==> src/rtl/id_stage_qdec_pkg.sv <==
// Shared decode constants for the queued decode stage and the immediate generator.
// Also holds the opcode-to-immediate-format mapping.
package id_stage_qdec_pkg;

  localparam logic [6:0] Btype   = 7'b1100011;
  localparam logic [6:0] Itype_A = 7'b0010011;
  localparam logic [6:0] Itype_J = 7'b1100111;
  localparam logic [6:0] Jtype_J = 7'b1101111;
  localparam logic [6:0] Utype_L = 7'b0110111;
  localparam logic [6:0] Utype_A = 7'b0010111;
  localparam logic [6:0] Stype   = 7'b0100011;
  localparam logic [6:0] Ltype   = 7'b0000011;
  localparam logic [6:0] Rtype   = 7'b0110011;

  localparam logic [2:0] F3_SLLI = 3'b001;
  localparam logic [2:0] F3_SRXI = 3'b101;

  typedef enum logic [2:0] {
    IMM_NONE = 3'd0,
    IMM_I    = 3'd1,
    IMM_S    = 3'd2,
    IMM_B    = 3'd3,
    IMM_U    = 3'd4,
    IMM_J    = 3'd5
  } imm_fmt_e;

  function automatic imm_fmt_e imm_fmt(input logic [6:0] opcode);
    imm_fmt_e fmt;
    case (opcode)
      Itype_A, Itype_J, Ltype: fmt = IMM_I;
      Stype:                   fmt = IMM_S;
      Btype:                   fmt = IMM_B;
      Utype_L, Utype_A:        fmt = IMM_U;
      Jtype_J:                 fmt = IMM_J;
      default:                 fmt = IMM_NONE;
    endcase
    return fmt;
  endfunction

endpackage

==> src/rtl/id_stage_qdec_imm_gen.sv <==
// Combinational RV32I immediate generator; R-type and unknown opcodes yield zero.
// Shared with the EX-side branch unit.
module id_imm_gen
  import id_stage_qdec_pkg::*;
(
  input  logic [31:0] inst_i,
  output logic [31:0] imm_o
);

  // Sign-extend the immediate according to the instruction format
  always_comb begin
    imm_o = 32'h0;
    case (imm_fmt(inst_i[6:0]))
      IMM_I:   imm_o = {{20{inst_i[31]}}, inst_i[31:20]};
      IMM_S:   imm_o = {{20{inst_i[31]}}, inst_i[31:25], inst_i[11:7]};
      IMM_B:   imm_o = {{19{inst_i[31]}}, inst_i[31], inst_i[7], inst_i[30:25], inst_i[11:8], 1'b0};
      IMM_U:   imm_o = {inst_i[31:12], 12'h000};
      IMM_J:   imm_o = {{11{inst_i[31]}}, inst_i[31], inst_i[19:12], inst_i[20], inst_i[30:21], 1'b0};
      default: imm_o = 32'h0;
    endcase
  end

endmodule

==> src/rtl/id_stage_qdec.sv <==
// Decode stage with an instruction queue, kill window after redirects,
// registered operand output stage and local JAL/JALR resolution.
module id_stage_qdec
  import id_stage_qdec_pkg::*;
#(
  parameter int unsigned QDEPTH      = 4,
  parameter int unsigned KILL_CYCLES = 1,
  parameter logic [31:0] PC_RESET    = 32'h0
) (
  input  logic        clk,
  input  logic        rst_n,
  input  logic [31:0] Icache_inst_i,
  input  logic [31:0] Icache_pc_i,
  input  logic        fc_Icache_data_valid_i,
  output logic        id_ready_o,
  input  logic        fc_flush_i,
  output logic [4:0]  id_reg1_raddr_o,
  output logic [4:0]  id_reg2_raddr_o,
  output logic        id_reg1_RE_o,
  output logic        id_reg2_RE_o,
  input  logic [31:0] regs_reg1_rdata_i,
  input  logic [31:0] regs_reg2_rdata_i,
  input  logic        dhnf_harzard_sel1_i,
  input  logic        dhnf_harzard_sel2_i,
  input  logic [31:0] dhnf_forward_data1_i,
  input  logic [31:0] dhnf_forward_data2_i,
  input  logic        dhnf_stall_i,
  input  logic        ex_ready_i,
  output logic        id_valid_o,
  output logic [31:0] id_pc_o,
  output logic [31:0] id_inst_o,
  output logic [31:0] id_op_a_o,
  output logic [31:0] id_op_b_o,
  output logic [31:0] id_imm_o,
  output logic [31:0] id_mem_wr_data_o,
  output logic        id_jump_flag_o,
  output logic [31:0] id_jump_pc_o
);

  localparam int unsigned PTR_W = $clog2(QDEPTH);
  localparam int unsigned CNT_W = PTR_W + 1;
  localparam int unsigned KIL_W = $clog2(KILL_CYCLES + 2);

  logic [31:0]      pc_mem_q [QDEPTH];
  logic [31:0]      pc_mem_d [QDEPTH];
  logic [31:0]      inst_mem_q [QDEPTH];
  logic [31:0]      inst_mem_d [QDEPTH];
  logic [PTR_W-1:0] rd_ptr_q, rd_ptr_d, wr_ptr_q, wr_ptr_d;
  logic [CNT_W-1:0] cnt_q, cnt_d;
  logic [KIL_W-1:0] kill_q, kill_d;

  logic        valid_q, valid_d, jump_flag_q, jump_flag_d;
  logic [31:0] pc_q, pc_d, inst_q, inst_d, op_a_q, op_a_d, op_b_q, op_b_d;
  logic [31:0] imm_q, imm_d, mem_wr_data_q, mem_wr_data_d, jump_pc_q, jump_pc_d;

  logic [31:0] head_pc_s, head_inst_s, head_imm_s, rs1_fwd_s, rs2_fwd_s;
  logic [31:0] op_a_s, op_b_s, jump_pc_s;
  logic [6:0]  opcode_s;
  logic [2:0]  funct3_s;
  imm_fmt_e    fmt_s;
  logic        head_valid_s, accept_s, issue_s, is_jump_s, jump_s, push_s;
  logic        reg1_re_s, reg2_re_s;

  assign head_pc_s    = pc_mem_q[rd_ptr_q];
  assign head_inst_s  = inst_mem_q[rd_ptr_q];
  assign opcode_s     = head_inst_s[6:0];
  assign funct3_s     = head_inst_s[14:12];
  assign fmt_s        = imm_fmt(opcode_s);
  assign head_valid_s = (cnt_q != '0);
  assign rs1_fwd_s    = dhnf_harzard_sel1_i ? dhnf_forward_data1_i : regs_reg1_rdata_i;
  assign rs2_fwd_s    = dhnf_harzard_sel2_i ? dhnf_forward_data2_i : regs_reg2_rdata_i;

  id_imm_gen u_imm_gen (
    .inst_i (head_inst_s),
    .imm_o  (head_imm_s)
  );

  assign id_ready_o = (cnt_q < CNT_W'(QDEPTH));
  assign accept_s   = ex_ready_i | ~valid_q;
  assign issue_s    = head_valid_s & ~dhnf_stall_i & accept_s;
  assign is_jump_s  = (opcode_s == Jtype_J) | (opcode_s == Itype_J);
  assign jump_s     = issue_s & is_jump_s;
  assign push_s     = fc_Icache_data_valid_i & id_ready_o & (kill_q == '0) & ~fc_flush_i;

  // Register-file read enables for the queue head
  always_comb begin
    reg1_re_s = 1'b0;
    reg2_re_s = 1'b0;
    case (opcode_s)
      Rtype, Btype, Stype: begin
        reg1_re_s = 1'b1;
        reg2_re_s = 1'b1;
      end
      Itype_A, Itype_J, Ltype: reg1_re_s = 1'b1;
      default: begin
        reg1_re_s = 1'b0;
        reg2_re_s = 1'b0;
      end
    endcase
  end

  assign id_reg1_raddr_o = head_inst_s[19:15];
  assign id_reg2_raddr_o = head_inst_s[24:20];
  assign id_reg1_RE_o    = reg1_re_s;
  assign id_reg2_RE_o    = reg2_re_s;

  // Operand selection and local jump target for the queue head
  always_comb begin
    op_a_s = rs1_fwd_s;
    case (opcode_s)
      Utype_L:                   op_a_s = 32'h0;
      Utype_A, Jtype_J, Itype_J: op_a_s = head_pc_s;
      default:                   op_a_s = rs1_fwd_s;
    endcase
    op_b_s = rs2_fwd_s;
    if (is_jump_s) begin
      op_b_s = 32'd4;
    end else if ((opcode_s == Itype_A) && ((funct3_s == F3_SLLI) || (funct3_s == F3_SRXI))) begin
      op_b_s = {27'h0, head_inst_s[24:20]};
    end else if ((fmt_s == IMM_I) || (fmt_s == IMM_S) || (fmt_s == IMM_U)) begin
      op_b_s = head_imm_s;
    end else begin
      op_b_s = rs2_fwd_s;
    end
    if (opcode_s == Itype_J) begin
      jump_pc_s = (rs1_fwd_s + head_imm_s) & ~32'h1;
    end else begin
      jump_pc_s = head_pc_s + head_imm_s;
    end
  end

  // Queue pointers, occupancy and kill window; redirects discard everything queued
  always_comb begin
    pc_mem_d   = pc_mem_q;
    inst_mem_d = inst_mem_q;
    rd_ptr_d   = rd_ptr_q;
    wr_ptr_d   = wr_ptr_q;
    cnt_d      = cnt_q;
    if (kill_q != '0) begin
      kill_d = kill_q - KIL_W'(1);
    end else begin
      kill_d = kill_q;
    end
    if (fc_flush_i || jump_s) begin
      rd_ptr_d = '0;
      wr_ptr_d = '0;
      cnt_d    = '0;
      kill_d   = KIL_W'(KILL_CYCLES);
    end else begin
      if (push_s) begin
        pc_mem_d[wr_ptr_q]   = Icache_pc_i;
        inst_mem_d[wr_ptr_q] = Icache_inst_i;
        wr_ptr_d             = wr_ptr_q + PTR_W'(1);
      end else begin
        wr_ptr_d = wr_ptr_q;
      end
      if (issue_s) begin
        rd_ptr_d = rd_ptr_q + PTR_W'(1);
      end else begin
        rd_ptr_d = rd_ptr_q;
      end
      case ({push_s, issue_s})
        2'b10:   cnt_d = cnt_q + CNT_W'(1);
        2'b01:   cnt_d = cnt_q - CNT_W'(1);
        default: cnt_d = cnt_q;
      endcase
    end
  end

  // Output stage: flush clears, issue loads, accepted-but-idle inserts a bubble
  always_comb begin
    valid_d       = valid_q;
    pc_d          = pc_q;
    inst_d        = inst_q;
    op_a_d        = op_a_q;
    op_b_d        = op_b_q;
    imm_d         = imm_q;
    mem_wr_data_d = mem_wr_data_q;
    jump_pc_d     = jump_pc_q;
    jump_flag_d   = 1'b0;
    if (fc_flush_i) begin
      valid_d = 1'b0;
    end else if (issue_s) begin
      valid_d       = 1'b1;
      pc_d          = head_pc_s;
      inst_d        = head_inst_s;
      op_a_d        = op_a_s;
      op_b_d        = op_b_s;
      imm_d         = head_imm_s;
      mem_wr_data_d = rs2_fwd_s;
      jump_flag_d   = is_jump_s;
      jump_pc_d     = is_jump_s ? jump_pc_s : jump_pc_q;
    end else if (accept_s) begin
      valid_d = 1'b0;
    end else begin
      valid_d = valid_q;
    end
  end

  // State registers
  always_ff @(posedge clk or negedge rst_n) begin
    if (!rst_n) begin
      pc_mem_q      <= '{default: 32'h0};
      inst_mem_q    <= '{default: 32'h0};
      rd_ptr_q      <= '0;
      wr_ptr_q      <= '0;
      cnt_q         <= '0;
      kill_q        <= '0;
      valid_q       <= 1'b0;
      pc_q          <= PC_RESET;
      inst_q        <= 32'h0;
      op_a_q        <= 32'h0;
      op_b_q        <= 32'h0;
      imm_q         <= 32'h0;
      mem_wr_data_q <= 32'h0;
      jump_flag_q   <= 1'b0;
      jump_pc_q     <= 32'h0;
    end else begin
      pc_mem_q      <= pc_mem_d;
      inst_mem_q    <= inst_mem_d;
      rd_ptr_q      <= rd_ptr_d;
      wr_ptr_q      <= wr_ptr_d;
      cnt_q         <= cnt_d;
      kill_q        <= kill_d;
      valid_q       <= valid_d;
      pc_q          <= pc_d;
      inst_q        <= inst_d;
      op_a_q        <= op_a_d;
      op_b_q        <= op_b_d;
      imm_q         <= imm_d;
      mem_wr_data_q <= mem_wr_data_d;
      jump_flag_q   <= jump_flag_d;
      jump_pc_q     <= jump_pc_d;
    end
  end

  assign id_valid_o       = valid_q;
  assign id_pc_o          = pc_q;
  assign id_inst_o        = inst_q;
  assign id_op_a_o        = op_a_q;
  assign id_op_b_o        = op_b_q;
  assign id_imm_o         = imm_q;
  assign id_mem_wr_data_o = mem_wr_data_q;
  assign id_jump_flag_o   = jump_flag_q;
  assign id_jump_pc_o     = jump_pc_q;

endmodule
==> config.mk <==
export PLATFORM = sky130hd
export DESIGN_NAME = id_stage_qdec
export DESIGN_NICKNAME = d
export VERILOG_FILES = /design/src/rtl/id_stage_qdec_pkg.sv /design/src/rtl/id_stage_qdec_imm_gen.sv /design/src/rtl/id_stage_qdec.sv
export SDC_FILE = /design/constraint.sdc
export NUM_CORES = 1
export LEC_CHECK = 0
export ABC_AREA = 1
export BUFFER_PORTS_ARGS = -buffer_cell sky130_fd_sc_hd__buf_2
export CAP_MARGIN = 20
export CORE_ASPECT_RATIO = 1.25
export CORE_MARGIN = 2
export CORE_UTILIZATION = 27
export DETAILED_ROUTE_END_ITERATION = 7
export MAX_ROUTING_LAYER = met4
export PLACE_DENSITY_LB_ADDON = 0.25
export SYNTH_ARGS = -nofsm -noshare
export SYNTH_HDL_FRONTEND = slang
export SYNTH_SLANG_ARGS = --single-unit
==> constraint.sdc <==
create_clock -name clk -period 4.5 [get_ports clk]
set_clock_uncertainty 0.2 [all_clocks]
set_input_delay 0.45 -clock clk [delete_from_list [all_inputs] [get_ports clk]]
set_output_delay 0.45 -clock clk [all_outputs]
set_load 0.05 [all_outputs]
==> reports/qor.txt, run 1 <==
RSZ-0062 raised after global routing - false
RR Endpoint - id_jump_pc_o[31]$_DFFE_PN0P_
FFs w/ async S/R, synth - 100%
RD Place Congestion - 1.00
H-tree depth - 2
Max VDD drop - 0.000411 V
critical path's largest stage delay - 0.76 ns
Seq/Total Area, Yosys - 45.3%
routed len/inst - 22.1 um
LEAKAGE - 18.4 nW
Critical Path Source Type - flip-flop
Min-Delay Path Class - in -> reg
Slew Limit Fails - 0
vias post-DR - 25100
synthesis-to-finish area growth - 27.3%
outcome - completed
count of final setup violators - 0
Row Count - 129
DIE HEIGHT - 358 um
Worst-Skew Late Latency - 0.65 ns
min Tclk post-route - 4.24 ns
Layout Nets - 4119
layout cells sized above 1 - 26.3%
Worst-path clk slew - 0.07 ns
CP max stage cell - o21ai_0
Setup Fix Bufs, Post-CTS - 0
Synth cell types - 54
total of max-cap violations - 0
Critical R2R Launch - rd_ptr_q[1]$_DFFE_PN0P_
worst reg-to-reg setup slack - 0.26 ns
die span in x - 287 um
first-pass GRT wire length - 169000 um
hold path startpoint - regs_reg2_rdata_i[27]
Fillers - 10500
Yosys reg bits - 491
Crit Path Class - reg -> reg
Via-to-Cell Ratio - 4.79
Post-synth EDFFs - 0
starting density of the core - 27.3%
hpwl dp - 88500 um
Fin. Hold Viols - 0
Worst-Margin Slew - 1.04 ns
Routed Antenna Nets - 0
worst hold slack - 0.0289 ns
Ports - 439
placed cell areas - 0.0315 mm2
Core Region - 0.0993 mm2
Num CTS Buffers - 54
Critical Path AT - 4.64 ns
fmax - 0.236 GHz
Worst Hold Depth - 5
relative slew slack - 30.8%
Remaining Overflow, GRT - 0
commonest non-fill, non-tap cell in the layout - nand2_1
all-layer global routing usage - 22.7%
vias in the first global route - 25000
antenna violations before repair - 22
die area - 0.103 mm2
CTS tree - yes
worst r2r path cells - 19
Max clock buf depth - 3
Pre-Repair DR Iteration Count - 6
post-synthesis cell area - 0.0271 mm2
final WL - 116000 um
hold path endpoint - id_mem_wr_data_o[27]$_DFFE_PN0P_
# clock sinks - 491
Worst Path Required - 4.90 ns
clock root buffer - clkbuf_16
crit share post-route - 94.3%
CP Max Fanout - 21
largest net degree at the start of global routing - 100
initial detailed-routing violation count - 1528
post-route design area - 0.0345 mm2
syn_area_per_cell - 8.28 um2
cells after synthesis - 3276
pwr/cell area - 796 mW/mm2
Syn Nets - 3530
most frequent cells in the layout - nand2_1 (1002), dfrtp_1 (489), buf_2 (437)
Most Frequent Cell on Critical Path - nand2_1
Post-synth top flop - dfrtp_1
critical path capture point type - flip-flop
synth warn - 0
Port Buf Inserts - 438
Residual DRC - 0
cell chain of the critical path - inv_6, buf_4, a21oi_1, a32oi_1, buf_4, inv_1, o21ai_0, ha_1, a21oi_1, nand2_1, nand2_1, nand2_1, a21oi_1, nand2_1, nand2_1, nand3_1, nand2_1, nand2_1, nand2_1
## area by class of cell
cell class / count / area, um2 / share of cell area (%)
Timing Repair Buffer: 687 / 4510 / 13.1
Clock inverter: 18 / 240 / 0.696
Antenna cell: 18 / 45.0 / 0.130
Sequential cell: 491 / 12300 / 35.6
Tap cell: 1310 / 1640 / 4.75
Inverter: 266 / 1020 / 2.94
Clock buffer: 81 / 1600 / 4.64
Multi-Input combinational cell: 2365 / 13200 / 38.2
## critical path, delay by kind of cell, from the launching register on
family,cells,cell delay (ns)
AOI/OAI and AO/OA,5,1.45
and+or+nand+nor,9,0.80
buffers and inverters,4,0.69
DFF,1,0.58
adders and majority gates,1,0.45
## power breakdown
part           internal [W]  switching (W)
Sequential          0.00589       0.000797
Combinational       0.00446         0.0117
Clock               0.00270        0.00196
Total                0.0130         0.0144
## layer usage
metal  part of all wire (%)  global-route usage (%)
met5                      0                       -
met4                    3.9                    8.23
met3                    5.5                    3.83
met2                     47                    36.9
met1                     43                    28.4
## metrics by stage
| step | TNS (ns) | cells | util (%) | worst slack, ns | power (W) |
|---|---|---|---|---|---|
| 6_report | 0 | 5236 | 34.8 | 0.257 | 0.0275 |
| 3_3_place_gp | -0.00116 | 5015 | 31.8 | -0.00116 | 0.0227 |
| 5_1_grt | 0 | 5236 | 34.8 | 0.00487 | 0.0291 |
| 3_5_place_dp | -0.00206 | 5015 | 31.8 | -0.00206 | 0.0227 |
| 2_1_floorplan | 0 | 3276 | - | 0.812 | 0.0166 |
| 4_1_cts | 0 | 5218 | 34.7 | 0.00146 | 0.0276 |
## logic make-up (layout without fill, tap and decap cells)
logic type                 after synthesis  after routing  share of synthesized area (%)
AOI/OAI and AO/OA                      507            507                           10.8
xor gates and xnor gates                12             12                          0.388
muxes                                  262            262                           10.8
other                                    0             18                              0
adders and majority gates               54             54                           2.52
buffers and inverters                  420           1052                           6.40
and+or+nand+nor                       1530           1530                           23.8
DFF                                    491            491                           45.3
## cells in the mapped netlist (all sizes together), types with 2 or more instances
cell | count | area share [%]
a32oi | 10 | 0.32
a21oi | 135 | 2.5
o211ai | 2 | 0.055
xnor2 | 2 | 0.065
mux2 | 251 | 10
nand3b | 3 | 0.083
a21boi | 2 | 0.055
a2bb2oi | 31 | 1.0
o21ai | 235 | 4.3
buf | 71 | 1.6
o21a | 7 | 0.19
nand3 | 161 | 3.2
nand2 | 1055 | 15
xor2 | 10 | 0.32
o22ai | 41 | 1.0
inv | 266 | 3.7
nor2 | 271 | 4.1
a21o | 6 | 0.17
a32o | 8 | 0.30
clkbuf | 83 | 1.2
nand4 | 28 | 0.78
a31oi | 12 | 0.28
mux2i | 11 | 0.41
dfrtp | 491 | 45
nor3 | 11 | 0.22
a22o | 6 | 0.19
o21bai | 10 | 0.30
ha | 53 | 2.4
## repair_timing
action / 4_1_cts / 5_1_grt
setup endpoints to repair: 0 / 21
hold buffers: 104 / 0
endpoints found under the hold margin: 368 / 0
resized for setup: 0 / 18
## registers in the layout, summed over array words and instances, names as in the netlist
register          count
id_imm_o             32
id_valid_o            1
id_jump_flag_o        1
id_jump_pc_o         32
id_op_b_o            32
rd_ptr_q              2
id_inst_o            32
wr_ptr_q              2
id_op_a_o            32
inst_mem_q          128
id_mem_wr_data_o     32
pc_mem_q            128
kill_q                2
id_pc_o              32
cnt_q                 3
## how the worst max path moves through the flow
| stage | start | end | depth (start not counted) |
|---|---|---|---|
| final | rd_ptr_q[1]$_DFFE_PN0P_ | id_jump_pc_o[31]$_DFFE_PN0P_ | 19 |
| after global routing | rd_ptr_q[0]$_DFFE_PN0P_ | id_jump_pc_o[28]$_DFFE_PN0P_ | 26 |
| after CTS | rd_ptr_q[1]$_DFFE_PN0P_ | id_jump_pc_o[31]$_DFFE_PN0P_ | 20 |
| after detailed placement | rd_ptr_q[1]$_DFFE_PN0P_ | id_jump_pc_o[31]$_DFFE_PN0P_ | 20 |
| after global placement | rd_ptr_q[1]$_DFFE_PN0P_ | id_jump_pc_o[31]$_DFFE_PN0P_ | 20 |
| after floorplan | rd_ptr_q[0]$_DFFE_PN0P_ | id_jump_pc_o[26]$_DFFE_PN0P_ | 22 |
Note: power is estimated with default switching activity, not from simulation.
==> run 2: changes to the inputs <==
--- a/config.mk
+++ b/config.mk
@@ -5,7 +5,7 @@
 export SDC_FILE = /design/constraint.sdc
 export NUM_CORES = 1
 export LEC_CHECK = 0
-export ABC_AREA = 1
+export ABC_AREA = 0
 export BUFFER_PORTS_ARGS = -buffer_cell sky130_fd_sc_hd__buf_2
 export CAP_MARGIN = 20
 export CORE_ASPECT_RATIO = 1.25
==> run 2 against run 1 <==
  * The run now ends with negative setup slack left
  * Core utilization rose by 3.9 points
  * Final cell count is 14% lower
  * Global-route usage is 1.1 points lower
  * Combinational power is 20% lower
  * Flip-flop and latch count is the same
  * Clock power down 3%
  * Design area increased by 6.0%
  * Critical path type unchanged
  * Largest cell class unchanged
==> reports/qor.txt, run 2 <==
Remaining Overflow, GRT - 0
final WL - 106000 um
total of max-cap violations - 0
Critical R2R Launch - rd_ptr_q[0]$_DFFE_PN0P_
Critical Path AT - 5.03 ns
Layout Utilization - 38.7%
hold path startpoint - regs_reg2_rdata_i[9]
Num CTS Buffers - 56
Yosys reg bits - 491
Pre-Repair DR Iteration Count - 7
Residual DRC - 0
layout cells sized above 1 - 45.7%
critical path's top delay family - simple AND/OR/NAND/NOR gates
Min-Delay Path Class - in -> reg
starting density of the core - 27.3%
Synth cell types - 87
Fillers - 9357
DIE HEIGHT - 350 um
worst reg-to-reg setup slack - -0.22 ns
first-pass GRT wire length - 153000 um
Seq/Total Area, Yosys - 47.6%
RR Endpoint - id_jump_pc_o[27]$_DFFE_PN0P_
Fin. Hold Viols - 0
Ports - 439
RSZ-0062 raised after global routing - true
commonest cells in the netlist - dfrtp_1 (491), nand2_1 (452), mux2_2 (292)
synthesis-to-finish area growth - 41.7%
Buffers & Inverters on Critical Path - 2
FFs w/ async S/R, synth - 100%
worst hold slack - 0.00292 ns
Post-synth top flop - dfrtp_1
fmax - 0.212 GHz
pwr/cell area - 648 mW/mm2
Worst Path Required - 4.81 ns
final setup margin - -0.216 ns
Layout Cells excl Fill - 4524
Syn Nets - 2640
relative slew slack - 24.7%
hpwl dp - 79000 um
Row Count - 126
sw frac - 45.7%
H-tree depth - 2
syn_area_per_cell - 10.8 um2
Worst Hold Depth - 3
clock root buffer - clkbuf_16
Layout Nets - 3512
initial detailed-routing violation count - 1257
LEAKAGE - 18.0 nW
vias in the first global route - 22700
Post-synth EDFFs - 0
antenna violations before repair - 10
main area contributors after synthesis - dfrtp_1 (48%), mux2_2 (13%), nand2_1 (6.6%)
RD Place Congestion - 0.925
cell chain of the critical path - buf_12, mux4_2, nand3b_1, o32ai_4, buf_6, a32oi_4, nand2_4, ha_4, and3_4, and2_4, or3_4, nand2_4, o21ai_4, o2111ai_2, and3_4, o31ai_4, or4_1, a31oi_1, a311oi_1
combinational power share - 53.8%
Pint - 0.0129 W
# clock sinks - 491
Crit Path Class - reg -> reg
crit share post-route - 105%
cells after synthesis - 2386
clock power share - 19.2%
Core Region - 0.0946 mm2
CP Depth - 19
Via-to-Cell Ratio - 4.94
critical path capture point type - flip-flop
Max VDD drop - 0.000384 V
routed len/inst - 23.3 um
DP Cell Count - 4239
Critical Path Source Type - flip-flop
post-synthesis cell area - 0.0258 mm2
vias post-DR - 22300
worst r2r path cells - 19
Port Buf Inserts - 438
top flop regs - inst_mem_q: 128 flops, pc_mem_q: 128 flops
Max clock buf depth - 3
register area - 0.0123 mm2
Worst-Margin Slew - 1.13 ns
Worst-Skew Late Latency - 0.64 ns
violated checks - negative setup slack
Worst Setup SP - rd_ptr_q[0]$_DFFE_PN0P_
Worst-path clk slew - 0.07 ns
P_sw - 0.0108 W
area share of the largest cell type after synthesis - 47.6%
Slew Limit Fails - 0
cell taking the most area after synthesis - dfrtp_1
count of final setup violators - 22
die area - 0.0981 mm2
CP Max Fanout - 5
CP max stage cell - dfrtp_4
Routed Antenna Nets - 0
largest net degree at the start of global routing - 133
die span in x - 281 um
synth warn - 0
critical path's largest stage delay - 0.50 ns
commonest non-fill, non-tap cell in the layout - dfrtp_1
most frequent cells in the layout - dfrtp_1 (489), nand2_1 (439), buf_2 (436)
Flop pwr share - 27.0%
multi-input logic area - 0.0142 mm2
CTS tree - yes
most common cell in the netlist - dfrtp_1
all-layer global routing usage - 21.7%
min Tclk post-route - 4.72 ns
outcome - complete, but fails checks
Critical Path Sink - id_jump_pc_o[27]$_DFFE_PN0P_
==> run 2: what timing repair did <==
| item | CTS | global route |
|---|---|---|
| setup endpoints to repair | 26 | 28 |
| setup buffers | 43 | 22 |
| pin swaps | 101 | 85 |
| hold buffers | 119 | 0 |
| resized for setup | 165 | 101 |
| endpoints found under the hold margin | 356 | 0 |
==> run 2: cell families (layout without fill, tap and decap cells) <==
| kind of cell | Yosys count | in the layout | synth area share, % |
|---|---|---|---|
| AOI/OAI and AO/OA | 450 | 450 | 11.7 |
| xor gates and xnor gates | 60 | 60 | 2.04 |
| adders and majority gates | 64 | 64 | 3.03 |
| buffers and inverters | 185 | 1101 | 2.99 |
| DFF | 491 | 491 | 47.6 |
| muxes | 404 | 404 | 20.1 |
| other | 0 | 6 | 0 |
| and+or+nand+nor | 732 | 732 | 12.6 |
==> run 2: worst min-delay path by stage <==
| stage | slack [ns] | endpoint |
|---|---|---|
| 2_1_floorplan | -0.05 | cnt_q[0]$_DFFE_PN0P_ |
| 3_3_place_gp | 0.25 | id_op_a_o[26]$_DFFE_PN0P_ |
| 3_5_place_dp | 0.25 | inst_mem_q[108]$_DFFE_PN0P_ |
| 4_1_cts | 0.001 | id_op_b_o[28]$_DFFE_PN0P_ |
| 5_1_grt | 0.03 | id_mem_wr_data_o[31]$_DFFE_PN0P_ |
| 6_report | 0.003 | id_mem_wr_data_o[9]$_DFFE_PN0P_ |
==> run 2: per-stage QoR <==
step | cell area, um2 | power (W) | setup TNS [ns] | setup slack, ns
after floorplan | 26100 | 0.0137 | -0.790 | -0.177
after global routing | 36600 | 0.0249 | -5.87 | -0.397
final | 36600 | 0.0237 | -2.44 | -0.216
after CTS | 35900 | 0.0235 | -1.34 | -0.129
after detailed placement | 31900 | 0.0183 | -9.33 | -0.507
after global placement | 31900 | 0.0182 | -8.91 | -0.519
==> run 2: area by class of cell <==
| type | count | area share (%) |
|---|---|---|
| Antenna cell | 6 | 0.0410 |
| Clock buffer | 76 | 4.31 |
| Clock inverter | 26 | 0.568 |
| Inverter | 44 | 0.451 |
| Multi-Input combinational cell | 1710 | 38.8 |
| Sequential cell | 491 | 33.6 |
| Tap cell | 1216 | 4.16 |
| Timing Repair Buffer | 955 | 18.1 |
==> run 2: power groups by stage <==
stage	sequential (W)	combinational (W)	clock, W
CTS	0.00641	0.0124	0.00467
global placement	0.00646	0.0117	0
finish	0.00641	0.0128	0.00454
floorplan	0.00898	0.00468	0
global route	0.00657	0.0135	0.00485
detailed placement	0.00649	0.0118	0
==> run 2: per-layer routing <==
| metal | wire (um) | GRT usage (%) | up-vias |
|---|---|---|---|
| li1 | - | - | 10400 |
| met1 | 44800 | 26.5 | 11200 |
| met2 | 50700 | 35.5 | 611 |
| met3 | 5330 | 3.63 | 186 |
| met4 | 4680 | 8.72 | 0 |
| met5 | 0 | - | - |
==> run 2: worst min-delay path, cell delays in order <==
cell,delay (ns)
buf_2,0.08
mux2i_1,0.11
o21ai_0,0.16
